### src/rtl/td4_io_resp.sv
// I/O responder for the td4 CPU strobe bus: a prescaled down-counter timer
// and a console byte FIFO drained through a valid/ready stream.
module td4_io_resp #(
  parameter logic [7:0]  BASE        = 8'h10,
  parameter int unsigned PRESC       = 50000,
  parameter int unsigned FDEPTH_LOG2 = 4
) (
  input  logic        CLOCK,
  input  logic        RESET,
  input  logic [7:0]  ioad,
  input  logic [15:0] iowdt,
  input  logic        ior,
  input  logic        iow,
  output logic [15:0] iordt,
  output logic [7:0]  con_data,
  output logic        con_valid,
  input  logic        con_ready,
  output logic        tmr_flag
);

  localparam int unsigned          CW        = FDEPTH_LOG2 + 1;
  localparam int unsigned          DEPTH     = 2 ** FDEPTH_LOG2;
  localparam logic [CW-1:0]        FULL_CNT  = {1'b1, {FDEPTH_LOG2{1'b0}}};
  localparam logic [CW-1:0]        CNT_ONE   = {{FDEPTH_LOG2{1'b0}}, 1'b1};
  localparam logic [FDEPTH_LOG2-1:0] PTR_ONE = {{(FDEPTH_LOG2-1){1'b0}}, 1'b1};
  localparam logic [15:0]          PRESC_MAX = 16'(PRESC - 1);

  logic       sel;
  logic [1:0] rsel;
  logic       wr_cnt, wr_ctl, wr_fifo, wr_clr, rd_ctl;

  assign sel     = (ioad[7:2] == BASE[7:2]);
  assign rsel    = ioad[1:0];
  assign wr_cnt  = iow & sel & (rsel == 2'd0);
  assign wr_ctl  = iow & sel & (rsel == 2'd1);
  assign wr_fifo = iow & sel & (rsel == 2'd2);
  assign wr_clr  = iow & sel & (rsel == 2'd3);
  assign rd_ctl  = ior & sel & (rsel == 2'd1);

  logic [15:0] cnt_q, cnt_d;
  logic [15:0] reload_q, reload_d;
  logic [15:0] presc_q, presc_d;
  logic        en_q, en_d;
  logic        auto_q, auto_d;
  logic        flag_q, flag_d;
  logic        tick, expire;

  // CPU writes override the timer's own update; an expiry always wins over a flag clear.
  always_comb begin
    cnt_d    = cnt_q;
    reload_d = reload_q;
    presc_d  = presc_q;
    en_d     = en_q;
    auto_d   = auto_q;
    flag_d   = flag_q;
    tick     = 1'b0;
    expire   = 1'b0;
    if (en_q) begin
      if (presc_q == PRESC_MAX) begin
        presc_d = 16'd0;
        tick    = 1'b1;
      end else begin
        presc_d = presc_q + 16'd1;
      end
    end
    if (tick && (cnt_q != 16'd0)) begin
      cnt_d = cnt_q - 16'd1;
      if (cnt_q == 16'd1) begin
        expire = 1'b1;
        if (auto_q) cnt_d = reload_q;
        else        en_d  = 1'b0;
      end
    end
    if (wr_cnt) begin
      reload_d = iowdt;
      cnt_d    = iowdt;
      presc_d  = 16'd0;
    end
    if (wr_ctl) begin
      en_d   = iowdt[0];
      auto_d = iowdt[1];
    end
    if (rd_ctl || (wr_ctl && iowdt[2])) flag_d = 1'b0;
    if (expire) flag_d = 1'b1;
  end

  logic [7:0]             mem [0:DEPTH-1];
  logic [FDEPTH_LOG2-1:0] wptr_q, wptr_d;
  logic [FDEPTH_LOG2-1:0] rptr_q, rptr_d;
  logic [CW-1:0]          fcount_q, fcount_d;
  logic                   ovf_q, ovf_d;
  logic [7:0]             head_q, head_d;
  logic                   valid_q, valid_d;
  logic                   full, pop, push, last_out;

  assign full     = (fcount_q == FULL_CNT);
  assign pop      = valid_q & con_ready;
  assign push     = wr_fifo & (~full | pop);
  assign last_out = (fcount_q == '0) || ((fcount_q == CNT_ONE) && pop);

  // The head register is refilled from the pushed byte when the FIFO would otherwise be empty.
  always_comb begin
    wptr_d   = push ? (wptr_q + PTR_ONE) : wptr_q;
    rptr_d   = pop  ? (rptr_q + PTR_ONE) : rptr_q;
    fcount_d = fcount_q;
    unique case ({push, pop})
      2'b10:   fcount_d = fcount_q + CNT_ONE;
      2'b01:   fcount_d = fcount_q - CNT_ONE;
      default: fcount_d = fcount_q;
    endcase
    ovf_d = ovf_q;
    if (wr_clr) ovf_d = 1'b0;
    else if (wr_fifo && full && !pop) ovf_d = 1'b1;
    valid_d = (fcount_d != '0);
    head_d  = head_q;
    if (fcount_d != '0) begin
      if (last_out) head_d = iowdt[7:0];
      else          head_d = mem[rptr_d];
    end
  end

  logic [15:0] rd_q, rd_d;

  // full is count[FDEPTH_LOG2], so the zero-extended count already carries it.
  always_comb begin
    rd_d = 16'd0;
    if (sel) begin
      unique case (rsel)
        2'd0: rd_d = cnt_q;
        2'd1: rd_d = {13'd0, flag_q, auto_q, en_q};
        2'd2: rd_d = {8'd0, head_q};
        2'd3: rd_d = 16'({ovf_q, fcount_q});
      endcase
    end
  end

  always_ff @(posedge CLOCK) begin
    if (push) mem[wptr_q] <= iowdt[7:0];
  end

  always_ff @(posedge CLOCK) begin
    if (RESET) begin
      cnt_q    <= 16'd0;
      reload_q <= 16'd0;
      presc_q  <= 16'd0;
      en_q     <= 1'b0;
      auto_q   <= 1'b0;
      flag_q   <= 1'b0;
      wptr_q   <= '0;
      rptr_q   <= '0;
      fcount_q <= '0;
      ovf_q    <= 1'b0;
      head_q   <= 8'd0;
      valid_q  <= 1'b0;
      rd_q     <= 16'd0;
    end else begin
      cnt_q    <= cnt_d;
      reload_q <= reload_d;
      presc_q  <= presc_d;
      en_q     <= en_d;
      auto_q   <= auto_d;
      flag_q   <= flag_d;
      wptr_q   <= wptr_d;
      rptr_q   <= rptr_d;
      fcount_q <= fcount_d;
      ovf_q    <= ovf_d;
      head_q   <= head_d;
      valid_q  <= valid_d;
      rd_q     <= rd_d;
    end
  end

  assign iordt     = rd_q;
  assign con_data  = head_q;
  assign con_valid = valid_q;
  assign tmr_flag  = flag_q;

endmodule
### config.mk
export PLATFORM = sky130hd
export DESIGN_NAME = td4_io_resp
export DESIGN_NICKNAME = d
export VERILOG_FILES = /design/src/rtl/td4_io_resp.sv
export SDC_FILE = /design/constraint.sdc
export NUM_CORES = 1
export LEC_CHECK = 0
export ABC_AREA = 1
export CAP_MARGIN = 20
export CORE_ASPECT_RATIO = 0.9
export CORE_MARGIN = 4
export CORE_UTILIZATION = 50
export CTS_BUF_LIST = sky130_fd_sc_hd__clkbuf_4 sky130_fd_sc_hd__clkbuf_8 sky130_fd_sc_hd__clkbuf_16
export DETAILED_ROUTE_END_ITERATION = 6
export GPL_TIMING_DRIVEN = 0
export PLACE_DENSITY = 0.68
export SYNTH_ARGS = -nofsm -noshare
export SYNTH_HDL_FRONTEND = slang
export SYNTH_SLANG_ARGS = --single-unit
### constraint.sdc
create_clock -name CLOCK -period 5.19 [get_ports CLOCK]
set_clock_uncertainty 0.05 [all_clocks]
set_input_delay 0.519 -clock CLOCK [delete_from_list [all_inputs] [get_ports CLOCK]]
set_output_delay 0.519 -clock CLOCK [all_outputs]
set_load 0.005 [all_outputs]
Yosys cells after proc, flatten, opt, wreduce, memory -nomap -nowiden

Memories as Yosys holds them, arrays and structs flattened.
Cells that the tools add are included.

Equal/unequal tests: 11
Bitwise logic cells: 12
Reductions and logical operators: 20
Add/subtract/negate cells: 6
Muxes and demuxes: 21

Operator list:

| cell                                                                 | count |
|---|---|
| 16-bit 2-to-1 mux                                                    | 5 |
| 16-bit one-hot mux with 4 select lines                               | 1 |
| 16-bit by 1-bit adder with 16-bit output, second input constant      | 1 |
| 16-bit by 1-bit == test with 1-bit output, second input constant     | 1 |
| 16-bit == test, second input constant                                | 1 |
| 16-bit nonzero test                                                  | 1 |
| 16-bit by 1-bit subtractor with 16-bit output, second input constant | 1 |
| 1-bit 2-to-1 mux                                                     | 12 |
| 5-bit one-hot mux with 2 select lines                                | 1 |
| 1-bit bitwise AND                                                    | 9 |
| 4-bit by 1-bit adder with 4-bit output, second input constant        | 2 |
| 8-bit 2-to-1 mux                                                     | 1 |
| 2-bit nonzero test                                                   | 4 |
| 2-bit == test, second input constant                                 | 3 |
| 6-bit by 3-bit == test with 1-bit output, second input constant      | 1 |
| 2-bit OR reduction                                                   | 3 |
| 5-bit by 1-bit adder with 5-bit output, second input constant        | 1 |
| 5-bit by 1-bit == test with 1-bit output, second input constant      | 1 |
| 5-bit == test, second input constant                                 | 1 |
| 1-bit logical AND                                                    | 5 |
| 5-bit zero test                                                      | 1 |
| 5-bit nonzero test                                                   | 1 |
| 5-bit by 1-bit subtractor with 5-bit output, second input constant   | 1 |
| 2-bit by 1-bit == test with 1-bit output, second input constant      | 2 |
| other kinds (8)                                                      | 10 |

Bits of input ports: 29
Register bits after elaboration: 90
Memory bits (writable): 128
Memories kept: 1
Logic and storage cells: 84
Output and inout port bits: 26

Memory list:

| memory | words | width | read ports | clocked after Yosys merged registers in | write ports | line | source |
|---|---|---|---|---|---|---|---|
| mem    | 16    | 8     | 1          | 0                                       | 1           | 87   | `logic [7:0] mem [0:DEPTH-1];` |

Depth between registers and ports, before layout

Word-level depth: 7
Gate-level depth with buffers: 16
Mapped depth without buffers: 15

Worst setup path after synthesis

Ideal clock, no wire load.

Kind: register to register
Start point: reg fcount_q[0]
End point: mem mem[3][0], enable pin
Cell stages (with the launch flop): 10
Path slack: 2.968 ns
Required time: 4.770 ns
Clock period less this slack: 2.222 ns
Arrival: 1.802 ns
Setup time: 0.370 ns
Buffers on the path: 0
Cells stage by stage: dfxtp_1 > inv_1 > ha_1 > inv_1 > nor3_4 > nand3_1 > inv_1 > nor2_1 > nand3_1 > nor2_1

Cells in the longest elaborated chain, start to end: 6

Ends and longest elaborated chain:

| what                                   | line | source |
|---|---|---|
| start: declaration                     | 90   | `logic [CW-1:0] fcount_q, fcount_d;` |
| start signal: assignment               | 165  | `fcount_q <= fcount_d;` |
| 5-bit == test                          | 96   | `assign full = (fcount_q == FULL_CNT);` |
| 1-bit inverter                         | 98   | `assign push = wr_fifo & (~full \| pop);` |
| 1-bit OR                               | 98   |  |
| 1-bit bitwise AND                      | 98   |  |
| 1-bit 2-to-1 mux                       | 138  | `if (push) mem[wptr_q] <= iowdt[7:0];` |
| 1-bit 2-to-1 mux (implied by the code) | 138  |  |
| end: declaration                       | 87   |  |

No other way between the ends.

Worst setup path in the final report

Start point: reg fcount_q[0]
End point: mem mem[9][2], enable pin

Same word-level chain as after synthesis.

==> metrics.md <==
| Metric | Value |
|---|---|
| Most used cell, CP | `inv_1` |
| Sw Share | `between 30% and 40%` |
| WP data required | `between 5 and 6 ns` |
| Crit-path max FO | `8` |
| Worst path cell trace | `inv_1 -> ha_1 -> inv_1 -> nor3_4 -> nand3_1 -> inv_1 -> nor2_1 -> nand2_1 -> nor2_1` |
| Final-report hold violation count | `0` |
| Average wire per standard cell | `roughly 17 µm` |
| Vias per inst | `around 5.4` |
| Tcrit/Tclk final | `between 60% and 70%` |
| Most common flop cell mapped by yosys | `edfxtp_1` |
| Yosys warning count | `0` |
| Combinational power share | `a little under a quarter` |
| Pwr dens | `around 410 mW/mm²` |
| Number of port buffers | `between 50 and 60` |
| Rel. slew slack | `36.6%` |
| Rows | `between 40 and 50` |
| First-pass iteration count of the detailed router | `5` |
| Vias in the first global route | `around 7700` |
| Leakage | `between 4 and 5 nW` |
| Setup tns final | `0 ns` |
| RSZ-0062 raised after global routing | `no` |
| Initial antenna violation count | `0` |
| Crit path DAT | `around 3.2 ns` |
| Share of post-route cells with drive strength above 1 | `under 10%` |
| Outcome | `complete, no violations` |
| Via count | `8280` |
| # hold bufs at CTS | `0` |
| Number of synthesized flops with an enable pin | `roughly 130` |
| Endpoints failing setup | `0` |
| Post-synth ARST share | `0%` |
| Die H | `approximately 140 µm` |
| Footprint of the multi-input gates | `0.00388 mm²` |
| Average cell area after synthesis | `approximately 8.7 µm²` |
| CP Class | `flip-flop to flip-flop` |
| Hpwl dp | `around 18000 µm` |
| Clock slew at reported path FFs | `around 0.06 ns` |
| Synth Instances | `about 1200` |
| Cell area after synthesis | `approximately 0.01 mm²` |
| CTS Buf Count | `24` |
| Slew @ Worst Pin | `0.948 ns` |
| Largest net degree at the start of global routing | `20` |
| Total Power | `4.84 mW` |
| Final WL | `around 26000 µm` |
| CTS tree | `yes` |
| CP peak stage delay | `between 0.6 and 0.7 ns` |
| Max-cap check violation count | `0` |
| Num Clock Sinks | `roughly 220` |
| Fillers | `1773` |
| IR drop worst, VDD | `0.247 mV` |
| Net Count, Synth | `1218` |
| Synth Register Bits | `roughly 220` |
| Element type at the critical path end | `flip-flop` |
| Clock Latency Late Sink | `between 0.5 and 0.6 ns` |
| GR Overflow Total | `0` |
| DRC Markers | `0` |
| FF/Latch Area | `between 0.005 and 0.006 mm²` |
| H-tree depth | `1` |
| Final max-slew violation count | `0` |
| Sw power | `roughly 1.5 mW` |
| Most common cell after layout, fill and taps aside | `nand2_1` |
| Share of power burned in registers | `between 30% and 40%` |
| Area growth, synth to finish | `16.7%` |
| Drt initial violations | `between 800 and 900` |
| Crit start category | `flip-flop` |
| Clock share of power | `37.1%` |
| Post-CTS setup buffers | `0` |
| Initial Util | `approximately 50%` |
| Min cycle time layout | `about 3.1 ns` |
| F_max | `roughly 320 MHz` |
| Final nets | `~1300` |
| Chip width | `~160 µm` |
| Internal | `3.35 mW` |
| N_diodes | `0` |
| Clock buffer depth | `3` |
| Post-synthesis sequential area ratio | `a little under three fifths` |
| Antenna-violating nets left | `0` |
| PostCTS Resize Cnt | `0` |
| Top Ports | `55` |
| CP max stage cell | `nor2_1` |
| Final Cell Area | `around 0.012 mm²` |
| Worst hold path class | `flip-flop to flip-flop` |
| Most frequent cells in the layout | `nand2_1, edfxtp_1, inv_1, nand3_1, nor2_1` |
| Global-route wire length before repair | `40700 µm` |
| Final GP Congestion | `about 0.94` |
| Die area | `roughly 0.023 mm²` |
| Core area | `around 0.02 mm²` |
| Synth cell types | `45` |
| Post-place instance area | `0.0111 mm²` |
| Root Buffer | `clkbuf_16` |
| Tot GR Track Use | `approximately 22%` |
## sequential cells by signal, summed over array words and instances (netlist names)
| register | cells |
|---|---|
| mem | 128 |
| cnt_q | 16 |
| iordt | 16 |
| presc_q | 16 |
| reload_q | 16 |
| con_data | 8 |
| fcount_q | 5 |
| rptr_q | 4 |
| wptr_q | 4 |
| auto_q | 1 |
| con_valid | 1 |
| en_q | 1 |
| ovf_q | 1 |
| tmr_flag | 1 |
## layout make-up
type | instances | area share, %
clock buffers | 34 | 5.96
plain buffers | 37 | 1.54
repair buffers | 54 | 4.53
well taps | 255 | 2.67
clock inverters | 10 | 1.12
inverters | 139 | 4.39
multi-input cells | 782 | 32.5
flip-flops and latches | 218 | 47.3
## path summary, 6_finish.rpt
kind	start	endpoint	slack (ns)	cells after the start
setup reg to reg	fcount_q[0]	mem[9][2]	2.06	9
setup / recovery	fcount_q[0]	mem[9][2]	2.06	9
hold / removal	reload_q[2]	reload_q[2]	0.41	2
hold reg to reg	reload_q[2]	reload_q[2]	0.41	2
## power by group through the flow
| stage | Sequential, mW | Combinational, mW | Clock, mW |
|---|---|---|---|
| 2_1_floorplan | 1.94 | 0.752 | 0 |
| 3_5_place_dp | 1.95 | 1.10 | 0 |
| 4_1_cts | 1.91 | 1.11 | 1.82 |
| 3_3_place_gp | 1.95 | 1.10 | 0 |
| 6_report | 1.92 | 1.13 | 1.79 |
| 5_1_grt | 1.92 | 1.26 | 1.90 |
## metal layers
| layer | GRT usage (%) | vias to the layer above | share of wire [%] |
|---|---|---|---|
| met1 | 32.5 | 3887 | 46 |
| met2 | 34.1 | 292 | 44 |
| li1 | - | 4049 | - |
| met3 | 4.65 | 52 | 8.1 |
| met5 | 0 | - | 0 |
| met4 | 6.30 | 0 | 2.5 |
## cell usage after synthesis (4+ instances only)
cell type,instances,area share (%)
a21oi_1,45,2.2
a31oi_1,4,0.24
buf_2,21,1.0
clkbuf_1,12,0.44
dfxtp_1,90,18
edfxtp_1,128,38
ha_1,13,1.6
inv_1,126,4.6
inv_2,12,0.44
nand2_1,350,13
nand2_2,7,0.43
nand2_4,4,0.44
nand3_1,101,4.9
nand3_2,4,0.39
nand3b_1,8,0.59
nand4_1,25,1.5
nor2_1,99,3.6
nor2_2,8,0.49
nor3_1,15,0.73
nor4_1,5,0.31
o211ai_1,19,1.4
o21ai_0,25,1.2
o21ai_1,4,0.20
o22ai_1,5,0.31
xor2_1,16,1.4
## metrics by stage
step           worst slack (ns)  util (%)  std cells  hold slack [ns]
4_1_cts                    2.01      59.5       1529            0.418
5_1_grt                    1.87      59.5       1529            0.437
2_1_floorplan              2.97         -       1176            0.387
3_5_place_dp               1.72      55.3       1485            0.409
3_3_place_gp               1.77      55.3       1485            0.402
6_report                   2.06      59.5       1529            0.414
## kinds of logic (layout without fill, tap and decap cells)
family	Yosys count	count (layout)	synth area share, %
XOR/XNOR	19	19	1.88
buffers and inverters	176	274	6.92
flip-flops	218	218	55.2
AND/OR/NAND/NOR	639	639	28.1
AO/OA/AOI/OAI	111	111	6.29
adder cells (fa/ha/maj)	13	13	1.59
## worst max-delay path: cells and delay by family, from the launching register on
kind	cells	cell delay [ns]
buf+inv	3	0.32
fa+ha+maj	1	0.22
flops	1	0.49
simple gates	5	1.68
(Power assumes the default switching activity.)
